**config.mk**
```make
export PLATFORM = sky130hd
export DESIGN_NAME = hyper_chan_select
export DESIGN_NICKNAME = d
export VERILOG_FILES = /design/src/rtl/hyper_chan_select_pkg.sv /design/src/rtl/hyper_chan_select_decode.sv /design/src/rtl/hyper_chan_select.sv
export SDC_FILE = /design/constraint.sdc
export NUM_CORES = 1
export LEC_CHECK = 0
export ABC_AREA = 1
export ABC_CLOCK_PERIOD_IN_PS = 2250
export CAP_MARGIN = 15
export CELL_PAD_IN_SITES_DETAIL_PLACEMENT = 0
export CELL_PAD_IN_SITES_GLOBAL_PLACEMENT = 1
export CORE_MARGIN = 2
export CORE_UTILIZATION = 40
export DETAILED_ROUTE_END_ITERATION = 7
export GPL_TIMING_DRIVEN = 1
export PLACE_DENSITY = 0.93
export SLEW_MARGIN = 20
export SYNTH_ARGS = -nofsm -noshare
export SYNTH_HDL_FRONTEND = slang
export SYNTH_HIERARCHICAL = 1
export SYNTH_SLANG_ARGS = --single-unit
export TNS_END_PERCENT = 5
```
**constraint.sdc**
```tcl
create_clock -name clk_i -period 2.25 [get_ports clk_i]
set_input_delay 0.3375 -clock clk_i [delete_from_list [all_inputs] [get_ports clk_i]]
set_output_delay 0.3375 -clock clk_i [all_outputs]
set_load 0.02 [all_outputs]
```
**src/rtl/hyper_chan_select_pkg.sv**
```systemverilog
// ----------------------------------------------------------------------------
// hyper_chan_select_pkg
// Shared definitions for the hyper_chan_select channel-select block:
//   - hyper_chan_state_e : controller state encoding (IDLE / ACTIVE / DONE)
//   - LEN_WIDTH_DEFAULT  : default width of the burst-length field
//   - ONEHOT_WIDTH_DEFAULT : default number of channels
//   - is_busy_state()    : states in which a burst is considered in progress
// ----------------------------------------------------------------------------
package hyper_chan_select_pkg;

    localparam int ONEHOT_WIDTH_DEFAULT = 16;
    localparam int LEN_WIDTH_DEFAULT    = 16;

    typedef enum logic [1:0] {
        IDLE   = 2'd0,
        ACTIVE = 2'd1,
        DONE   = 2'd2
    } hyper_chan_state_e;

    // A burst occupies the channel from the first ACTIVE cycle through the
    // single DONE cycle; only IDLE is free.
    function automatic logic is_busy_state(input hyper_chan_state_e s);
        return (s == ACTIVE) || (s == DONE);
    endfunction

endpackage : hyper_chan_select_pkg

```
**src/rtl/hyper_chan_select_decode.sv**
```systemverilog
// ----------------------------------------------------------------------------
// bin_to_onehot_hyper
// Purely combinational binary-index to one-hot decoder.
//   bin_i    [BIN_WIDTH-1:0]    : binary channel index
//   onehot_o [ONEHOT_WIDTH-1:0] : one-hot decode; all zero when
//                                 bin_i >= ONEHOT_WIDTH
// The all-zero output for out-of-range indices doubles as the range check
// in the parent (an index is valid exactly when the decode is non-zero).
// ----------------------------------------------------------------------------
module bin_to_onehot_hyper #(
    parameter int ONEHOT_WIDTH = 16,
    parameter int BIN_WIDTH    = $clog2(ONEHOT_WIDTH)
) (
    input  logic [BIN_WIDTH-1:0]    bin_i,
    output logic [ONEHOT_WIDTH-1:0] onehot_o
);

    always_comb begin
        onehot_o = '0;
        for (int i = 0; i < ONEHOT_WIDTH; i++) begin
            if (bin_i == BIN_WIDTH'(i)) begin
                onehot_o[i] = 1'b1;
            end
        end
    end

endmodule : bin_to_onehot_hyper

```
**src/rtl/hyper_chan_select.sv**
```systemverilog
// ----------------------------------------------------------------------------
// hyper_chan_select
// Accepts a (channel index, burst length) request, drives a registered
// one-hot channel select for the duration of the burst, counts data beats
// and signals completion.
//
// Ports:
//   clk_i        : clock, all state changes on the rising edge
//   rst_i        : synchronous active-high reset
//   req_valid_i  : request valid
//   req_ready_o  : request ready (high only in IDLE)
//   req_bin_i    : binary channel index
//   req_len_i    : burst length minus one (0 = 1 beat)
//   beat_i       : one data beat on the selected channel this cycle
//   sel_o        : registered one-hot channel select (non-zero only in ACTIVE)
//   busy_o       : burst in progress (ACTIVE or DONE)
//   done_o       : one-cycle burst-complete pulse (the DONE cycle)
//   err_o        : one-cycle pulse after an out-of-range index is accepted
//   state_o      : current controller state, for observation
//
// Handshake: a request transfers on a rising edge where req_valid_i and
// req_ready_o are both high. req_ready_o depends only on the state, never on
// req_valid_i; a requester holding req_valid_i while ready is low keeps its
// request until it is taken.
// ----------------------------------------------------------------------------
module hyper_chan_select
    import hyper_chan_select_pkg::*;
#(
    parameter int ONEHOT_WIDTH = ONEHOT_WIDTH_DEFAULT,
    parameter int BIN_WIDTH    = $clog2(ONEHOT_WIDTH),
    parameter int LEN_WIDTH    = LEN_WIDTH_DEFAULT
) (
    input  logic                    clk_i,
    input  logic                    rst_i,
    input  logic                    req_valid_i,
    output logic                    req_ready_o,
    input  logic [BIN_WIDTH-1:0]    req_bin_i,
    input  logic [LEN_WIDTH-1:0]    req_len_i,
    input  logic                    beat_i,
    output logic [ONEHOT_WIDTH-1:0] sel_o,
    output logic                    busy_o,
    output logic                    done_o,
    output logic                    err_o,
    output hyper_chan_state_e       state_o
);

    hyper_chan_state_e       state_q, state_d;
    logic [ONEHOT_WIDTH-1:0] sel_q,   sel_d;
    logic [LEN_WIDTH-1:0]    len_q,   len_d;
    logic [LEN_WIDTH-1:0]    cnt_q,   cnt_d;
    logic                    err_q,   err_d;

    logic [ONEHOT_WIDTH-1:0] dec_onehot;
    logic                    idx_valid;
    logic                    req_fire;

    bin_to_onehot_hyper #(
        .ONEHOT_WIDTH (ONEHOT_WIDTH),
        .BIN_WIDTH    (BIN_WIDTH)
    ) u_decode (
        .bin_i    (req_bin_i),
        .onehot_o (dec_onehot)
    );

    assign idx_valid   = |dec_onehot;
    assign req_ready_o = (state_q == IDLE);
    assign req_fire    = req_valid_i && req_ready_o;

    always_comb begin
        state_d = state_q;
        sel_d   = sel_q;
        len_d   = len_q;
        cnt_d   = cnt_q;
        err_d   = 1'b0;

        case (state_q)
            IDLE: begin
                sel_d = '0;
                cnt_d = '0;
                if (req_fire) begin
                    if (idx_valid) begin
                        state_d = ACTIVE;
                        sel_d   = dec_onehot;
                        len_d   = req_len_i;
                    end else begin
                        // Bad index: report it and stay free for the next request.
                        err_d = 1'b1;
                    end
                end
            end

            ACTIVE: begin
                if (beat_i) begin
                    // Compare before incrementing so an all-ones length
                    // terminates on the last beat instead of wrapping.
                    if (cnt_q == len_q) begin
                        state_d = DONE;
                        sel_d   = '0;
                    end else begin
                        cnt_d = cnt_q + LEN_WIDTH'(1);
                    end
                end
            end

            DONE: begin
                state_d = IDLE;
                sel_d   = '0;
                cnt_d   = '0;
            end

            default: begin
                state_d = IDLE;
                sel_d   = '0;
                cnt_d   = '0;
            end
        endcase
    end

    always_ff @(posedge clk_i) begin
        if (rst_i) begin
            state_q <= IDLE;
            sel_q   <= '0;
            len_q   <= '0;
            cnt_q   <= '0;
            err_q   <= 1'b0;
        end else begin
            state_q <= state_d;
            sel_q   <= sel_d;
            len_q   <= len_d;
            cnt_q   <= cnt_d;
            err_q   <= err_d;
        end
    end

    assign sel_o   = sel_q;
    assign busy_o  = is_busy_state(state_q);
    assign done_o  = (state_q == DONE);
    assign err_o   = err_q;
    assign state_o = state_q;

endmodule : hyper_chan_select
```
; Word-level counts from Yosys, hierarchy flattened
; Cells that the tools add are included.
[word_totals]
regBits = 51
output_inout_bits = 22
word_cells = 70
[classes]
n_addsub = 1
eq_ne = 22
mux = 27
n_bitwise = 4
n_reduce_logical = 11
[op_table]
columns = cell, n
row1 = $mux W16, 4
row2 = $eq A4 B4 Y1 const B, 8
row3 = $pmux W16 S2, 1
row4 = $mux W1, 17
row5 = $add A16 B1 Y16 const B, 1
row6 = $eq A16 B16 Y1, 1
row7 = $eq A4 B3 Y1 const B, 4
row8 = $reduce_or A16 Y1, 1
row9 = $eq A4 B2 Y1 const B, 2
row10 = $mux W2, 4
row11 = $eq A4 B1 Y1 const B, 1
row12 = $logic_not A4 Y1, 1
row13 = $ne A2 B1 Y1 const B, 2
row14 = $ne A2 B2 Y1 const B, 2
row15 = $not A1 Y1, 4
row16 = $pmux W2 S2, 1
row17 = $reduce_and A2 Y1, 2
row18 = $reduce_and A4 Y1, 1
row19 = $reduce_and A3 Y1, 1
row20 = $reduce_or A3 Y1, 1
row21 = $eq A2 B1 Y1 const B, 1
row22 = $eq A2 B2 Y1 const B, 1
row23 = $logic_not A2 Y1, 1
row24 = $reduce_or A2 Y1, 1
row25 = other kinds (2), 2

; Depth between registers and ports, before layout
[logic_depth]
depth_word = 6
depth_mapped = 13
depth_no_buf = 12

; Cells and area by module
; The synthesis kept the hierarchy.
[by_module_without_submodules]
columns = mod, n_inst, cells_per_inst, area_per_inst_um2
row1 = hyper_chan_select, 1, 405, 2672.6
row2 = bin_to_onehot_hyper, 1, 28, 105.1

; Least setup slack after synthesis
; No wires, ideal clock.
[synth_timing]
path_kind = reg-to-reg
startpoint = reg state_q[0], in the netlist state_o[0]
endpoint = reg sel_q[6], in the netlist sel_o[6]
arrival_time_ns = 1.528
slack_ns = 0.590
path_stages_with_launch = 8
n_path_buf = 1
synth_period_minus_slack_ns = 1.660
path_cell_list = dfxtp_1 -> inv_1 -> ha_1 -> nand2_1 -> clkbuf_1 -> nor2_1 -> nand2_1 -> a21oi_2
[synth_via]
elab_chain_cells = 4
elab_cells_between_ends = 8
cone_classes = eq/ne: 3 / mux: 2 / reduce/logical: 3
[synth_rtl]
columns = element, line_no
row1 = "start, declared", hyper_chan_select.sv:47  ; hyper_chan_state_e state_q, state_d;
row2 = "start signal, assigned", hyper_chan_select.sv:127  ; state_q <= state_d;
row3 = $logic_not A2 Y1 (*), hyper_chan_select.sv:66  ; assign req_ready_o = (state_q == IDLE);
row4 = named net req_ready_o, hyper_chan_select.sv:36  ; output logic req_ready_o,
row5 = $logic_and A1 B1 Y1, hyper_chan_select.sv:67  ; assign req_fire = req_valid_i && req_ready_o;
row6 = $mux W16, hyper_chan_select.sv:80  ; if (req_fire) begin
row7 = $pmux W16 S2 (*), hyper_chan_select.sv:76  ; case (state_q)
row8 = "end signal, assigned", hyper_chan_select.sv:128  ; sel_q <= sel_d;
row9 = "end, declared", hyper_chan_select.sv:48  ; logic [ONEHOT_WIDTH-1:0] sel_q, sel_d;
; Mark *: on every way through the listed nets, which the timed path passes. The rest lies on a longest branch.
; A chain may end at the register's enable or synchronous reset.

; Final worst setup path
[layout_timing]
startpoint = reg state_q[0], in the netlist state_o[0]
endpoint = out busy_o
[layout_via]
elab_chain_cells = 2
elab_cells_between_ends = 3
cone_classes = eq/ne: 2 / reduce/logical: 1
[layout_rtl]
columns = element, line_no
row1 = $eq A2 B1 Y1 / $eq A2 B2 Y1 (equally long branches), hyper_chan_select_pkg.sv:23  ; return (s == ACTIVE) || (s == DONE);
row2 = $logic_or A1 B1 Y1 (*), hyper_chan_select_pkg.sv:23
row3 = "end, declared", hyper_chan_select.sv:41  ; output logic busy_o,
; Every way passes the cells marked *; elsewhere a longest branch is shown, timed or not.

==> impl_metrics.csv <==
group,metric,value,unit
power_and_ir_drop,p_comb_share,27.7,%
power_and_ir_drop,max-vdd-ir-drop,0.289,mV
global_route,grt_pass1_vias,2494,
sta,fin_crit,2.00,ns
cts,cts-resized-gates,0,
cells_and_area,layout-drive-gt1-share,6.28,%
cts,cts-hold-fix-buffers,0,
cts,cts_setup_buffers,0,
global_route,grt_max_degree,20,
synthesis,syn-instance-count,433,
placement,gp_congestion,0.884,
sta,max_freq,501,MHz
worst_setup_path,worst_ep_required_time,1.91,ns
placement,io_buffers,45,
floorplan,rows,30,
worst_hold_path,holdCritPathClass,"reg2reg",
cts,cts.sinks,51,
global_route,grt_first_pass_wirelength,10800,um
worst_setup_path,crit_family,"buffers and inverters",
synthesis,syn_area,2780,um2
synthesis,syn_nets,462,
power_and_ir_drop,share_seq_of_total_power,43.1,%
sta,slew_violations,0,
route,num_vias,2658,
worst_setup_path,crit_chain,"inv_1, ha_1, clkdlybuf4s50_1",
power_and_ir_drop,power.share.switching,32.3,%
route,first_pass_iters,4,
route,drc,0,
sta,finalSetupTns,0,ns
floorplan,io-pin-count,46,
power_and_ir_drop,leakage,1.29,nW
cells_and_area,nNetsFinal,506,
cts,cts_buffer_depth,2,
power_and_ir_drop,power_density,690,nW/um2
sta,slew_headroom,68.8,%
floorplan,fp.coreArea,6760,um2
status,status,"finished, final reports clean",
sta,clock_skew,0.00756,ns
sta,tightest_slew,0.465,ns
cts,htree_num_levels,2,
worst_setup_path,start_kind,"flip-flop",
worst_setup_path,critical_path.endpoint_type,"output port",
route,viasPerCell,4.76,
placement,dp_hpwl,4880,um
cells_and_area,n_antenna_cell,0,
power_and_ir_drop,power,2.34,mW
global_route,overflow,0,
sta,finalHoldViolations,0,
route,wirelength,6360,um
floorplan,die_area,7630,um2
cts,root_buffer,"clkbuf_8",
cts,clkTransAtPathRegs,0.09,ns
global_route,antenna_found_initial,0,
worst_setup_path,critPathBufInv,2,
route,drt-initial-drc-count,150,
cts,cts_buffers,5,
route,wl_per_cell,11.4,um
sta,setup_violations,0,
worst_setup_path,worstPathMaxFanout,5,
floorplan,start_util,41.1,%
cts,tritoncts,"yes",
flow_run,drv_cap,0,
worst_setup_path,critPathKind,"reg2out",
floorplan,die_y,87.3,um
global_route,grtUsageTotal,17.4,%
floorplan,die_x,87.3,um
cts,insertion_delay,0.30,ns
worst_setup_path,crit_slowest_cell,"clkdlybuf4s50_1",
synthesis,yosys_warnings,6,
cells_and_area,nFillCells,709,
sta,rsz0062_at_grt,"false",
synthesis,syn_area_per_cell,6.41,um2
synthesis,synth-seq-cells,51,
sta,post-route-period-util,88.8,%
power_and_ir_drop,clockPowerShare,29.2,%
cells_and_area,multi_input_area,1430,um2
cells_and_area,syn_to_final_growth,22.3,%
synthesis,ys_seq_area_share,36.8,%
synthesis,synth_cell_type_count,25,
worst_setup_path,max_stage_delay,0.59,ns
cells_and_area,seqCellArea,1020,um2
power_and_ir_drop,power.internal,1.59,mW
worst_setup_path,arrival,1.66,ns
route,ant_nets,0,
power_and_ir_drop,p_sw,0.757,mW
==> final cells by class <==
| cell class | instances | share of cell area (%) |
|---|---|---|
| sequential | 51 | 30.1 |
| tap | 80 | 2.95 |
| inverter | 61 | 6.74 |
| multi-input combinational | 307 | 42.1 |
| timing repair buffer | 51 | 14.6 |
| clock inverter | 2 | 1.14 |
| clock buffer | 6 | 2.43 |
==> per-layer routing <==
| layer | GRT usage, % | part of all wire (%) | vias up | routed length (um) |
|---|---|---|---|---|
| met1 | 21.4 | 47 | 1181 | 2980 |
| met4 | 4.90 | 1.1 | 0 | 68 |
| met5 | 0 | 0 | - | 0 |
| met2 | 30.8 | 49 | 40 | 3150 |
| met3 | 3.41 | 2.7 | 6 | 169 |
| li1 | - | - | 1431 | - |
==> worst min-delay path, stage by stage (launching register included) <==
cell     delay [ns]
dfxtp_1        0.32
nand2_1        0.06
a21oi_1        0.05
==> metrics by stage <==
stage / instance area [um2] / utilization [%] / instances / hold WS, ns / worst slack (ns)
after floorplan: 2780 / - / 433 / 0.443 / 0.590
final: 3400 / 50.3 / 558 / 0.466 / 0.253
after global routing: 3400 / 50.3 / 558 / 0.490 / 0.154
after global placement: 3280 / 48.5 / 550 / 0.452 / 0.145
after CTS: 3400 / 50.3 / 558 / 0.471 / 0.233
after detailed placement: 3280 / 48.5 / 550 / 0.455 / 0.0680
==> worst paths after layout <==
| check | to | slack [ns] | from | cells after the start |
|---|---|---|---|---|
| min reg2reg | sel_o[2]$_SDFFE_PP0P_ | 0.47 | sel_o[2]$_SDFFE_PP0P_ | 2 |
| max reg2reg | cnt_q[12]$_SDFFE_PP0P_ | 0.40 | cnt_q[8]$_SDFFE_PP0P_ | 11 |
| max | busy_o | 0.25 | state_o[0]$_SDFFE_PP0P_ | 3 |
| min | sel_o[2]$_SDFFE_PP0P_ | 0.47 | sel_o[2]$_SDFFE_PP0P_ | 2 |
==> cell families (layout without fill, tap and decap cells) <==
kind of cell	count (synthesis)	after routing	synth area share, %
AOI/OAI and AO/OA	70	70	13.3
DFF	51	51	36.8
adders and majority gates	5	5	2.25
and+or+nand+nor	223	223	33.1
xor gates and xnor gates	9	9	2.84
buffers and inverters	75	120	11.8
==> sequential cells by signal, indices dropped and copies added, names as in the netlist <==
name     flops
len_q       16
sel_o       16
state_o      2
err_o        1
cnt_q       16
==> layout by cell type (no fill, tap or decap), types with 6 or more instances in the layout <==
| master | n |
|---|---|
| nand2_1 | 136 |
| inv_1 | 58 |
| nor2_1 | 52 |
| dfxtp_1 | 51 |
| clkdlybuf4s50_1 | 45 |
| a21oi_1 | 43 |
| o21ai_0 | 21 |
| nand3_1 | 12 |
| nor3_1 | 9 |
| xor2_1 | 9 |
| clkbuf_8 | 6 |
| buf_4 | 6 |
==> cell usage after synthesis <==
cell type    n  share of area, %
nor2_1      52               7.0
o21ai_1      1              0.18
nand2_2      2              0.45
nand3_2      1              0.36
xor2_1       9               2.8
nor3_1       9               1.6
dfxtp_1     51                37
nand3_1     12               2.2
buf_6        4               1.6
buf_1        1              0.14
ha_1         5               2.3
nand2_4      2              0.81
clkbuf_1     5              0.68
nand4_1      5               1.1
nand2_1    136                18
inv_1       58               7.8
a21oi_1     43               7.7
nor4_2       1              0.45
buf_8        1              0.54
nor2_2       2              0.45
o21ai_0     21               3.8
buf_2        3              0.54
a21oi_2      5               1.6
nand3b_1     1              0.27
inv_2        3              0.41
==> power groups by stage <==
stage                     Clock (mW)  Sequential (mW)  Combinational (mW)
final                          0.684             1.01               0.649
after global routing           0.733             1.02               0.730
after CTS                      0.704             1.01               0.657
after detailed placement           0             1.03               0.655
after global placement             0             1.03               0.650
after floorplan                    0             1.04               0.460
(Power assumes the default switching activity.)
